===== config.mk =====
export PLATFORM = sky130hd
export DESIGN_NAME = con_sat_cnt
export DESIGN_NICKNAME = d
export VERILOG_FILES = /design/src/rtl/con_sat_cnt.sv
export SDC_FILE = /design/constraint.sdc
export NUM_CORES = 1
export LEC_CHECK = 0
export ABC_CLOCK_PERIOD_IN_PS = 2500
export BUFFER_PORTS_ARGS = -buffer_cell sky130_fd_sc_hd__buf_2
export CAP_MARGIN = 0
export CORE_AREA = 2 2 39 41
export DETAILED_ROUTE_END_ITERATION = 10
export DIE_AREA = 0 0 41 43
export PLACE_DENSITY = 0.52
export RECOVER_POWER = 25
export SLEW_MARGIN = 20
export SYNTH_ARGS = -nofsm -noshare
export SYNTH_HDL_FRONTEND = slang
export SYNTH_SLANG_ARGS = --single-unit

===== constraint.sdc =====
create_clock -name clk -period 2.5 [get_ports clk]
set_input_delay 0.625 -clock clk [delete_from_list [all_inputs] [get_ports clk]]
set_output_delay 0.625 -clock clk [all_outputs]
set_load 0.05 [all_outputs]

===== src/rtl/con_sat_cnt.sv =====
// Saturating up-counter with synchronous clear.
// Ports:
//   clk  in   clock, rising edge
//   res  in   synchronous active-high reset
//   clr  in   synchronous clear
//   inc  in   increment request, ignored once the counter is full
//   cnt  out  current count
module con_sat_cnt #(
    parameter int W = 8
) (
    input  logic         clk,
    input  logic         res,
    input  logic         clr,
    input  logic         inc,
    output logic [W-1:0] cnt
);

    always_ff @(posedge clk) begin
        if (res || clr) begin
            cnt <= '0;
        end else if (inc && (cnt != {W{1'b1}})) begin
            cnt <= cnt + W'(1);
        end
    end

endmodule


==> results.md, run 1 <==
Floorplan:
- The die is 41 um wide.
- The region available for standard cell placement spans 1384 um2.
- The floorplan die height is 43 um.
- The die covers 1763 um2.
- The floorplan has 14 rows.
- 12 I/O pins were placed.
- The starting density of the core is 0.3047.

Global routing:
- The leftover overflow at the end of global routing is 0.
- The pin count of the biggest net entering global routing is 9.
- The via count of the first global-routing pass is 335.
- The initial antenna violation count came to 0.
- The first global-routing pass estimated 1.455 mm of wire.
- Across every metal layer, demand over resource in global routing totals 0.1304.

Drt:
- Summing over every cut layer, the via total after detailed routing is 410.
- In the final routed layout, each cell accounts on average for 11.57 um.
- In this run the remaining antenna-violating nets after routing total 0.
- The routed wire length is 891 um.
- The routed length on met1 is 418 um.
- After the first detailed-routing iteration, the DRC count stood at 8.
- The routed wire length on met2 is 390 um.
- The pre-antenna-repair detailed-routing pass consisted of 4 iterations.
- Wire segments on met3 add up to 72 um in the final route.
- The average vias per placed instance is 5.325.
- The highest metal layer carrying signal wires in the routed design is met4.
- The total DRC errors in the routed layout is 0.

Setup path:
- The largest single stage delay on the critical path is 0.45 ns.
- The total buffers and inverters traversed by the critical path is 1.
- The slowest stage of the critical path is the sky130_fd_sc_hd__dfxtp_1 cell.
- At the worst endpoint, the required time is 1.88 ns.
- STA puts the critical path data arrival time at 1.02 ns.
- The number of logic stages on the critical path including buffering is 1.
- The critical path startpoint category is a register.
- The critical path capture point type is an output pin.
- Walking the worst path, the cells encountered are buf_2.
- In this run the worst path has a maximum fanout of 8.
- The worst setup path is of the reg -> out kind.
- On the critical path the largest part of the delay comes from flip-flops.
- The number of cells traversed by the worst register-to-register path is 4.

Yosys:
- The Yosys step of the flow raised 0 warnings.
- For this run, the register share of the synthesized area comes to 0.3798.
- The number of synthesized register bits is 8.
- Yosys mapped a number of flops with a built-in enable equal to 0.
- The most common cell in the synthesized netlist is sky130_fd_sc_hd__dfxtp_1.
- Of the post-synthesis cell area, the dominant cell type holds 0.3798.
- The mapped netlist covers 421.7 um2.
- The mean post-synth cell area is 8.784 um2.
- Synthesis handed over a netlist of 48 instances.
- In the post-synthesis netlist, the biggest area contributors are sky130_fd_sc_hd__dfxtp_1 38%, sky130_fd_sc_hd__mux2i_1 9.5%, sky130_fd_sc_hd__nand2_1 6.2%.
- Counting flops with an async set or reset pin after synthesis yields a share of 0.
- Counting every net in the synthesized netlist gives 53.
- The number of distinct library cells after synthesis is 23.
- The most used flip-flop cell after synthesis is sky130_fd_sc_hd__dfxtp_1.
- By count the netlist is led by 8 x sky130_fd_sc_hd__dfxtp_1, 7 x sky130_fd_sc_hd__nand2_1, 5 x sky130_fd_sc_hd__a21oi_1, 4 x sky130_fd_sc_hd__mux2i_1.
- Summed over all instances, the cell type with the most area after synthesis is sky130_fd_sc_hd__dfxtp_1.

Timing:
- The upper clock frequency limit is 609.4 MHz.
- Across the routed clock network, the largest skew measured is 0.0007348 ns.
- The setup TNS is 0 ns.
- The pin slew with the least headroom to its limit is 0.5151 ns.
- The worst hold margin is 0.4919 ns.
- Setup repair after global routing left no endpoint under its margin.
- The worst path needs 1.641 ns of the cycle, external delays included.
- The worst pin sits at a relative slew slack of 0.6553.
- The count of final max-slew check failures was 0.
- The minimum setup slack in the final design is 0.8591 ns.
- The final setup violation count is 0.
- The share of the clock period used by the worst path is 0.6564.
- The number of hold violations in the final report was 0.

Power:
- Dividing total power by cell area gives a power density of 483.4 nW/um2.
- IR analysis of the VDD net gives a maximum drop of 0.2632 mV.
- The total leakage power is 0.2247 nW.

Finish:
- The largest register by flop count is cnt.
- Once layout is complete, the cells apart from fillers number 77.
- Registers take 160.2 um2.
- The area added between synthesis and finish is 21.37%.
- In the final layout, the registers with the most flip-flops are cnt: 8 flops.
- After the last flow step, the layout net total stands at 68.
- The register with the most flip-flops in the layout has 8 of them.
- The finished cells cover 511.7 um2.
- In the final layout, the multi-input gates occupy 251.5 um2.
- The diode insertion count for antenna repair is 0.
- In the final layout, the share of cells above drive strength 1 is 0.2623.
- The layout has 159 filler cells.

Clock network:
- The buffer count from post-CTS setup fixing is 0.
- Clock tree synthesis inserted a total of 3 buffers.
- The total of cells resized after clock tree synthesis is 0.
- The largest buffer count on any clock path is 2.
- In this run, post-CTS hold repair placed 0 buffers.
- The CTS tree is yes.
- CTS built an H-tree with a depth of 1.
- The library cell used as clock root buffer is sky130_fd_sc_hd__clkbuf_4.
- Clock-pin slew was measured on the worst setup and hold paths at 0.06 ns.
- The insertion delay of the later-clocked pin in the worst-skew pair is 0.25 ns.
- The count of clock tree sinks is 8.

Status:
- The run finished with clean final reports.

Place:
- OpenSTA, run right after detailed placement, puts the worst setup slack at 0.9548 ns.
- Detailed placement finished with a half-perimeter wire length of 653.2 um.
- The routability-driven placement congestion ratio is 0.7229.
- In this run the tool buffered the top-level ports with 11 buffer cells.
- Once placement finished, the instance area stood at 491.7 um2.
- The number of instances in the placed design is 74.

Min path:
- The worst min-delay path category is reg -> reg.
- The number of stages on the worst hold path is 2.

Flow run:
- The number of max-capacitance violations reported is 0.
## layout make-up
cell class	count	share of cell area
Inverter	1	0.007335
Timing Repair Buffer	11	0.1051
Sequential cell	8	0.3130
Clock buffer	3	0.04401
Multi-Input combinational cell	38	0.4914
Tap cell	16	0.03912
## power breakdown
part           switching (W)  internal (W)  total [W]
logic              0.0000109    0.00000599  0.0000169
registers         0.00000119      0.000129   0.000130
clock network      0.0000456     0.0000551   0.000101
## logic make-up after synthesis
| logic type | share of synthesized area |
|---|---|
| flops | 0.3798 |
| fa+ha+maj | 0.02967 |
| simple gates | 0.3383 |
| mux | 0.09496 |
| buf+inv | 0.02075 |
| compound gates | 0.1365 |
## layer usage
layer  vias up  global-route usage
met1       183              0.1699
met3         2             0.04712
met4         0              0.1200
met2        14              0.1563
met5         -                   0
li1        211                   -
## layout by cell type (no fill, tap or decap), types with 2 or more instances in the layout
master,Yosys,layout
sky130_fd_sc_hd__mux2i_1,4,4
sky130_fd_sc_hd__nand2_1,7,7
sky130_fd_sc_hd__dfxtp_1,8,8
sky130_fd_sc_hd__and4_1,1,2
sky130_fd_sc_hd__or3_1,2,2
sky130_fd_sc_hd__nand4_1,2,2
sky130_fd_sc_hd__and3b_1,2,2
sky130_fd_sc_hd__and3_1,2,2
sky130_fd_sc_hd__a21oi_1,5,5
sky130_fd_sc_hd__nand3_1,2,2
sky130_fd_sc_hd__buf_2,1,10
sky130_fd_sc_hd__clkbuf_4,0,3
## through the flow
| stage | total power (W) | utilization |
|---|---|---|
| floorplan | 0.0001428 | - |
| global placement | 0.0001499 | 0.3553 |
| CTS | 0.0002546 | 0.3716 |
| finish | 0.0002474 | 0.3698 |
| detailed placement | 0.0001498 | 0.3553 |
| global route | 0.0002659 | 0.3698 |
## final timing paths
kind / startpoint / endpoint / slack [ns]
hold / removal: cnt[1]$_SDFFE_PP0P_ / cnt[1]$_SDFFE_PP0P_ / 0.49
setup reg to reg: cnt[0]$_SDFFE_PP0P_ / cnt[6]$_SDFFE_PP0P_ / 1.03
hold reg to reg: cnt[1]$_SDFFE_PP0P_ / cnt[1]$_SDFFE_PP0P_ / 0.49
setup / recovery: cnt[7]$_SDFFE_PP0P_ / cnt[7] / 0.86
Note: power is estimated with default switching activity, not from simulation.
==> run 2, diff against run 1 <==
--- a/config.mk
+++ b/config.mk
@@ -5,13 +5,14 @@
 export SDC_FILE = /design/constraint.sdc
 export NUM_CORES = 1
 export LEC_CHECK = 0
-export ABC_CLOCK_PERIOD_IN_PS = 2500
+export ABC_AREA = 1
+export ABC_CLOCK_PERIOD_IN_PS = 1400
 export BUFFER_PORTS_ARGS = -buffer_cell sky130_fd_sc_hd__buf_2
 export CAP_MARGIN = 0
 export CORE_AREA = 2 2 39 41
 export DETAILED_ROUTE_END_ITERATION = 10
 export DIE_AREA = 0 0 41 43
-export PLACE_DENSITY = 0.52
+export PLACE_DENSITY = 0.56
 export RECOVER_POWER = 25
 export SLEW_MARGIN = 20
 export SYNTH_ARGS = -nofsm -noshare
==> constraint.sdc (replaced) <==
create_clock -name clk -period 1.4 [get_ports clk]
set_input_delay 0.35 -clock clk [delete_from_list [all_inputs] [get_ports clk]]
set_output_delay 0.35 -clock clk [all_outputs]
set_load 0.05 [all_outputs]
==> run 2 against run 1 <==
  * Routed wire length is 3.5% lower
  * Highest routed layer is now met3
  * Critical path type unchanged
  * Largest power group unchanged
  * Synthesized area increased by 6.2%
  * Clock power grew 72%
==> results.md, run 2 <==
Clock network:
- The clock-pin slew of the registers on the worst-case setup and hold paths is 0.05 ns (was 0.06 ns).
- The library cell used as clock root buffer is sky130_fd_sc_hd__clkbuf_4 (unchanged).
- The buffer count from post-CTS setup fixing is 0 (unchanged).
- The total of cells resized after clock tree synthesis came to 0 (unchanged).
- The largest buffer count on any clock path came to 2 (unchanged).
- The number of buffers created by CTS came to 3 (unchanged).
- The count of H-tree levels built during CTS is 1 (unchanged).
- The cts-stage hold buffer count is 0 (unchanged).
- The CTS tree is yes (unchanged).
- The count of clock tree sinks was 8 (unchanged).
- The insertion delay of the later-clocked pin in the worst-skew pair is 0.25 ns (about the same).

Finish:
- The ratio of cells with drive above 1 in the final layout is 0.3125 (was 0.2623).
- Largest registers: cnt: 8 flops (unchanged).
- The end-of-flow core utilization is 0.3897 (was 0.3698).
- The number of flip-flops in the largest register is 8 (unchanged).
- The area added between synthesis and finish is 20.39% (was 21.37%).
- The number of nets in the finished design came to 87 (was 68).
- The diode insertion count for antenna repair is 0 (unchanged).
- Commonest non-fill, non-tap cells in the layout: 20 x sky130_fd_sc_hd__nand2_1, 14 x sky130_fd_sc_hd__nor2_1, 9 x sky130_fd_sc_hd__buf_2 (was 10 x sky130_fd_sc_hd__buf_2, 8 x sky130_fd_sc_hd__dfxtp_1, 7 x sky130_fd_sc_hd__nand2_1).
- The most common cell after layout, fill and taps aside is sky130_fd_sc_hd__nand2_1 (was sky130_fd_sc_hd__buf_2).
- The largest register by flop count is cnt (unchanged).

Yosys:
- The most frequently used cell type in the post-synthesis netlist is sky130_fd_sc_hd__nand2_1 (was sky130_fd_sc_hd__dfxtp_1).
- Top cells by count, synth: 20 x sky130_fd_sc_hd__nand2_1, 13 x sky130_fd_sc_hd__nor2_1, 8 x sky130_fd_sc_hd__dfxtp_1, 6 x sky130_fd_sc_hd__inv_1, 5 x sky130_fd_sc_hd__a21oi_1 (was 8 x sky130_fd_sc_hd__dfxtp_1, 7 x sky130_fd_sc_hd__nand2_1, 5 x sky130_fd_sc_hd__a21oi_1, 4 x sky130_fd_sc_hd__mux2i_1).
- The number of enable flip-flop cells after synthesis is 0 (unchanged).
- The cell area after technology mapping is 447.9 um2 (was 421.7 um2).
- The area share of the largest cell type after synthesis is 0.3575 (was 0.3798).
- The cell type contributing the most total cell area after synthesis is sky130_fd_sc_hd__dfxtp_1 (unchanged).
- The share of synthesized area occupied by flip-flops and latches is 0.3575 (was 0.3798).
- The number of nets in the synthesized netlist is 72 (was 53).
- The post-synthesis cell count is 67 (was 48).
- The async set or reset register ratio after synthesis was 0 (unchanged).
- The yosys synthesis warning count was 0 (unchanged).
- The mean post-synth cell area is 6.686 um2 (was 8.784 um2).
- The leading register cell type out of synthesis is sky130_fd_sc_hd__dfxtp_1 (unchanged).
- The number of distinct library cells after synthesis is 17 (was 23).
- The number of synthesized register bits is 8 (unchanged).
- Most area-consuming cells after synthesis: sky130_fd_sc_hd__dfxtp_1 36%, sky130_fd_sc_hd__nand2_1 17%, sky130_fd_sc_hd__nor2_1 11% (was sky130_fd_sc_hd__dfxtp_1 38%, sky130_fd_sc_hd__mux2i_1 9.5%, sky130_fd_sc_hd__nand2_1 6.2%).

Timing:
- For the finished layout, the period the worst path requires is 1.241 ns.
- Unrepaired setup endpoints after global routing: no (unchanged).
- The count of final max-slew check failures is 0 (unchanged).
- The setup TNS came to 0 ns (unchanged).
- The worst hold margin was 0.4040 ns (was 0.4919 ns).
- The worst-case headroom to the max-slew limit is 0.8180 (was 0.6553).
- The share of the clock period used by the worst path is 0.8866.
- The final setup violation count was 0 (unchanged).
- The number of hold violations in the final report is 0 (unchanged).
- For this run, the top clock speed supported by timing is 805.6 MHz.
- The pin slew with the least headroom to its limit is 0.2742 ns (was 0.5151 ns).
- The worst setup skew after layout is 0.005465 ns (was 0.0007348 ns).

Setup path:
- The cell type group with the largest total delay on the critical path is flip-flops (unchanged).
- The worst-path cell with the longest stage delay is sky130_fd_sc_hd__dfxtp_2 (was sky130_fd_sc_hd__dfxtp_1).
- The critical path capture point type is an output pin (unchanged).
- The arrival time at the worst endpoint was 0.89 ns (was 1.02 ns).
- The total buffers and inverters traversed by the critical path was 1 (unchanged).
- The number of logic stages on the critical path including buffering was 1 (unchanged).
- The flop-to-flop setup slack is 0.16 ns (was 1.03 ns).
- The critical path start-end classification is reg -> out (unchanged).
- The critical path startpoint category is a register (unchanged).
- Cell chain of the critical path: buf_2 (unchanged).
- The maximum cell stage delay along the critical path was 0.37 ns (was 0.45 ns).
- The number of cells traversed by the worst register-to-register path is 8 (was 4).
- The top fanout value on the critical path was 6 (was 8).
- The required time of the worst setup path is 1.05 ns (was 1.88 ns).

Drt:
- The total iterations of the first detailed-routing run was 4 (unchanged).
- The total DRC errors in the routed layout was 0 (unchanged).
- The average vias per placed instance is 4.417 (was 5.325).
- The number of DRC violations after detailed-routing iteration 0 was 10 (was 8).
- The detailed-route wire length per cell was 8.958 um (was 11.57 um).
- The total vias in the final route is 424 (was 410).
- The routed wire length came to 860 um (was 891 um).
- The residual antenna-violating net count after detailed routing is 0 (unchanged).

Global routing:
- The via count of the first global-routing pass was 348 (was 335).
- The initial antenna violation count is 0 (unchanged).
- The combined global-route utilization of all metal layers is 0.1246 (was 0.1304).
- The leftover overflow at the end of global routing was 0 (unchanged).
- The first-pass GRT wire length is 1.428 mm (was 1.455 mm).
- The pin count of the biggest net entering global routing is 12 (was 9).

Place:
- The HPWL after detailed placement is 663.2 um (was 653.2 um).
- The number of buffers added on ports was 11 (unchanged).
- The routability-driven placement congestion ratio is 0.7052 (was 0.7229).

Floorplan:
- The number of ports placed on the die boundary is 12 (unchanged).
- The cell row count is 14 (unchanged).
- The chip width is 41 um (unchanged).
- The floorplan die height came to 43 um (unchanged).
- The starting density of the core is 0.3237 (was 0.3047).
- The area of the die is 1763 um2 (unchanged).
- The core footprint is 1384 um2 (unchanged).

Power:
- The total leakage power came to 0.2655 nW (was 0.2247 nW).
- The maximum resistive drop on vdd is 0.6611 mV (was 0.2632 mV).
- The power per unit of standard cell area came to 830.2 nW/um2 (was 483.4 nW/um2).
- The post-layout total power is 0.0004477 W (was 0.0002474 W).

Min path:
- The number of stages on the worst hold path is 4 (was 2).
- The worst min-delay path category is in -> reg (was reg -> reg).

Flow run:
- The number of max-capacitance violations reported is 0 (unchanged).

Status:
- Run status: finished clean (unchanged).
## run 2: changes by cell type after synthesis, sizes merged, moves of 3 or more
cell	change
nand2	+14
nor2	+14
inv	+6
mux2i	-4
nand3	+3
or3	-3
## run 2: stage by stage
stage,area (um2),setup slack [ns],instances
floorplan,455.4,0.007988,67
global placement,519.2,0.1989,93
detailed placement,519.2,0.1582,93
CTS,541.8,0.1429,96
global route,539.3,0.02758,96
finish,539.3,0.1587,96
## run 2: final timing paths
check,start,endpoint
worst max-delay path,cnt[2]$_SDFFE_PP0P_,cnt[2]
worst min-delay path,res,cnt[2]$_SDFFE_PP0P_
worst max register to register,cnt[0]$_SDFFE_PP0P_,cnt[3]$_SDFFE_PP0P_
worst min register to register,cnt[6]$_SDFFE_PP0P_,cnt[6]$_SDFFE_PP0P_
## run 2: routing by layer
metal	vias to the layer above	track usage	routed length, um
met5	-	0	0
met4	0	0.04000	0
met3	0	0.09424	70
met2	12	0.1656	394
met1	175	0.1516	396
li1	237	-	-
## run 2: cells by family (layout without fill, tap and decap cells)
kind of cell,after synthesis,count (layout),synth area share
compound gates,6,6,0.06983
fa+ha+maj,1,1,0.02793
buf+inv,9,22,0.09216
flops,8,8,0.3575
simple gates,43,43,0.4525
## run 2: area by class of cell
class	count	area, um2
tap	16	20.02
clock buffer	3	22.52
timing repair buffer	11	55.05
multi-input combinational	50	244.0
fill	155	844.6
sequential	8	167.7
inverter	8	30.03
## run 2: where the power goes
group          internal, W  leakage (nW)  switching (W)
sequential        0.000231        0.0676     0.00000279
clock            0.0000979        0.0138      0.0000761
combinational    0.0000144         0.184      0.0000255
total             0.000343         0.266       0.000104
==> run 3, diff against run 2 <==
--- a/config.mk
+++ b/config.mk
@@ -5,14 +5,13 @@
 export SDC_FILE = /design/constraint.sdc
 export NUM_CORES = 1
 export LEC_CHECK = 0
-export ABC_AREA = 1
 export ABC_CLOCK_PERIOD_IN_PS = 1400
 export BUFFER_PORTS_ARGS = -buffer_cell sky130_fd_sc_hd__buf_2
 export CAP_MARGIN = 0
 export CORE_AREA = 2 2 39 41
 export DETAILED_ROUTE_END_ITERATION = 10
 export DIE_AREA = 0 0 41 43
-export PLACE_DENSITY = 0.56
+export PLACE_DENSITY = 0.54
 export RECOVER_POWER = 25
 export SLEW_MARGIN = 20
 export SYNTH_ARGS = -nofsm -noshare
==> run 3 against run 2 <==
  * Non-clock buffer count rose by 2
  * Sequential cell count unchanged
  * Routed wire length increased by 8.5%
  * Clock power is 11% higher
  * Critical endpoint is now cnt[6]$_SDFFE_PP0P_
==> results.md, run 3 (synthesis gave the netlist of run 1 again) <==
Timing:
- The upper clock frequency limit is 743.4 MHz (was 805.6 MHz).
- The worst setup skew after layout is 0.005127 ns (was 0.005465 ns).
- The final setup violation count is 0 (unchanged).
- The share of the clock period used by the worst path is 0.9609 (was 0.8866).
- The shortest clock period the worst path allows after layout came to 1.345 ns (was 1.241 ns).
- The number of hold violations in the final report is 0 (unchanged).
- The count of final max-slew check failures was 0 (unchanged).
- The worst-case headroom to the max-slew limit came to 0.8386 (was 0.8180).
- The pin slew with the least headroom to its limit was 0.2417 ns (was 0.2742 ns).
- Unrepaired setup endpoints after global routing: no (unchanged).
- The setup TNS came to 0 ns (unchanged).

Drt:
- The total vias in the final route is 394 (was 424).
- The total DRC errors in the routed layout is 0 (unchanged).
- The total iterations of the first detailed-routing run is 4 (unchanged).
- The routed wire length is 933 um (was 860 um).
- The number of DRC violations after detailed-routing iteration 0 is 7 (was 10).
- The detailed-route wire length per cell came to 11.66 um (was 8.958 um).
- The residual antenna-violating net count after detailed routing is 0 (unchanged).
- The average vias per placed instance is 4.925 (was 4.417).

Place:
- The HPWL after detailed placement was 700.4 um (was 663.2 um).
- The routability-driven placement congestion ratio is 0.6955 (was 0.7052).
- The number of buffers added on ports is 11 (unchanged).
- The cell area after placement is 533.0 um2 (was 519.2 um2).

Clock network:
- The CTS tree is yes (unchanged).
- The insertion delay of the later-clocked pin in the worst-skew pair is 0.26 ns (was 0.25 ns).
- The largest buffer count on any clock path is 2 (unchanged).
- The clock-pin slew of the registers on the worst-case setup and hold paths is 0.06 ns (was 0.05 ns).
- The count of H-tree levels built during CTS came to 1 (unchanged).
- The buffer count from post-CTS setup fixing is 0 (unchanged).
- The total of cells resized after clock tree synthesis came to 0 (unchanged).
- The number of buffers created by CTS is 3 (unchanged).
- The cts-stage hold buffer count came to 0 (unchanged).
- The library cell used as clock root buffer was sky130_fd_sc_hd__clkbuf_4 (unchanged).
- The count of clock tree sinks came to 8 (unchanged).

Min path:
- The worst hold path endpoint was cnt[2]$_SDFFE_PP0P_ (unchanged).
- The number of stages on the worst hold path came to 2 (was 4).
- The worst min-delay path category is in -> reg (unchanged).
- The hold path startpoint is res (unchanged).

Setup path:
- Cell chain of the critical path: ha_4, nand3_1, or4_1, and3_1 (was buf_2).
- The required time of the worst setup path came to 1.55 ns (was 1.05 ns).
- The flop-to-flop setup slack is 0.05 ns (was 0.16 ns).
- The number of cells traversed by the worst register-to-register path is 4 (was 8).
- The destination of the worst register-to-register timing path is cnt[6]$_SDFFE_PP0P_ (was cnt[3]$_SDFFE_PP0P_).
- The worst-path cell with the longest stage delay is sky130_fd_sc_hd__or4_1 (was sky130_fd_sc_hd__dfxtp_2).
- The critical path startpoint category is a register (unchanged).
- The maximum cell stage delay along the critical path is 0.41 ns (was 0.37 ns).
- The critical path capture point type is a register (was output pin).
- The total buffers and inverters traversed by the critical path is 0 (was 1).
- The beginning of the worst register-to-register path is cnt[0]$_SDFFE_PP0P_ (unchanged).
- The top fanout value on the critical path came to 5 (was 6).
- The critical path start-end classification was reg -> reg (was reg -> out).
- The arrival time at the worst endpoint is 1.49 ns (was 0.89 ns).
- The cell type group with the largest total delay on the critical path is simple AND/OR/NAND/NOR gates (was flip-flops).

Global routing:
- The pin count of the biggest net entering global routing came to 9 (was 12).
- The combined global-route utilization of all metal layers is 0.1265 (was 0.1246).
- The initial antenna violation count is 0 (unchanged).
- The first-pass GRT wire length is 1.455 mm (was 1.428 mm).
- The leftover overflow at the end of global routing is 0 (unchanged).
- The via count of the first global-routing pass came to 341 (was 348).

Power:
- The post-layout total power came to 0.0004585 W (was 0.0004477 W).
- The maximum resistive drop on vdd is 0.3866 mV (was 0.6611 mV).
- The power per unit of standard cell area is 819.9 nW/um2 (was 830.2 nW/um2).
- The total leakage power is 0.2399 nW (was 0.2655 nW).

Finish:
- Commonest non-fill, non-tap cells in the layout: 10 x sky130_fd_sc_hd__buf_2, 7 x sky130_fd_sc_hd__nand2_1, 5 x sky130_fd_sc_hd__a21oi_1 (was 20 x sky130_fd_sc_hd__nand2_1, 14 x sky130_fd_sc_hd__nor2_1, 9 x sky130_fd_sc_hd__buf_2).
- The count of fill cells added during filler insertion was 152 (was 155).
- The diode insertion count for antenna repair is 0 (unchanged).
- The area added between synthesis and finish is 32.64% (was 20.39%).
- The number of flip-flops in the largest register is 8 (unchanged).
- Largest registers: cnt: 8 flops (unchanged).
- The most common cell after layout, fill and taps aside is sky130_fd_sc_hd__buf_2 (was sky130_fd_sc_hd__nand2_1).
- The end-of-flow core utilization is 0.4042 (was 0.3897).
- The post-route cell area is 559.3 um2 (was 539.3 um2).
- The ratio of cells with drive above 1 in the final layout came to 0.4063 (was 0.3125).
- The largest register by flop count is cnt (unchanged).
- The number of nets in the finished design is 70 (was 87).

Floorplan:
- The number of ports placed on the die boundary was 12 (unchanged).
- The area of the die was 1763 um2 (unchanged).
- The cell row count is 14 (unchanged).
- The floorplan die height is 43 um (unchanged).
- The starting density of the core is 0.3047 (was 0.3237).
- The core footprint is 1384 um2 (unchanged).
- The chip width is 41 um (unchanged).

Status:
- Run status: finished clean (unchanged).

Flow run:
- The number of max-capacitance violations reported was 0 (unchanged).
run 3: cell types whose count changed in the layout (fill, tap and decap cells not counted), sizes merged, moves of 3 or more:
cell / previous run / this run
mux2i: 0 / 4
inv: 7 / 1
nand3: 5 / 2
buf: 9 / 13
nor2: 15 / 1
or3: 0 / 3
nand2: 21 / 7
run 3: how the worst max path moves through the flow:
stage	to	slack, ns	from	depth (start not counted)
finish	cnt[6]$_SDFFE_PP0P_	0.05	cnt[0]$_SDFFE_PP0P_	4
global route	cnt[6]$_SDFFE_PP0P_	0.02	cnt[0]$_SDFFE_PP0P_	4
CTS	cnt[7]	0.04	cnt[7]$_SDFFE_PP0P_	1
detailed placement	cnt[6]$_SDFFE_PP0P_	0.07	cnt[0]$_SDFFE_PP0P_	4
global placement	cnt[6]$_SDFFE_PP0P_	0.09	cnt[0]$_SDFFE_PP0P_	4
floorplan	cnt[6]$_SDFFE_PP0P_	0.01	cnt[0]$_SDFFE_PP0P_	4
run 3: layout make-up:
type	instances	area, um2	share of cell area
multi-input cells	38	264.0	0.4720
flip-flops and latches	8	172.7	0.3087
repair buffers	13	72.57	0.1298
clock buffers	4	26.28	0.04698
well taps	16	20.02	0.03579
inverters	1	3.754	0.006711
run 3: per-stage QoR:
step,setup WS (ns),std cells,hold WS (ns)
after floorplan,0.01210,48,0.4206
after global placement,0.09077,76,0.4764
after detailed placement,0.07404,76,0.4823
after CTS,0.03829,80,0.2892
after global routing,0.01894,80,0.3121
final,0.05476,80,0.3062
run 3: layer usage:
layer,part of all wire,global-route usage
met5,0,0
met3,0.058,0.07853
met1,0.45,0.1511
met2,0.48,0.1719
met4,0.0096,0.06000
run 3: where the power goes:
group	total (W)	leakage, nW	switching (W)	internal, W
Combinational	0.0000354	0.157	0.0000202	0.0000152
Sequential	0.000230	0.0682	0.00000305	0.000227
Clock	0.000193	0.0150	0.0000835	0.000109
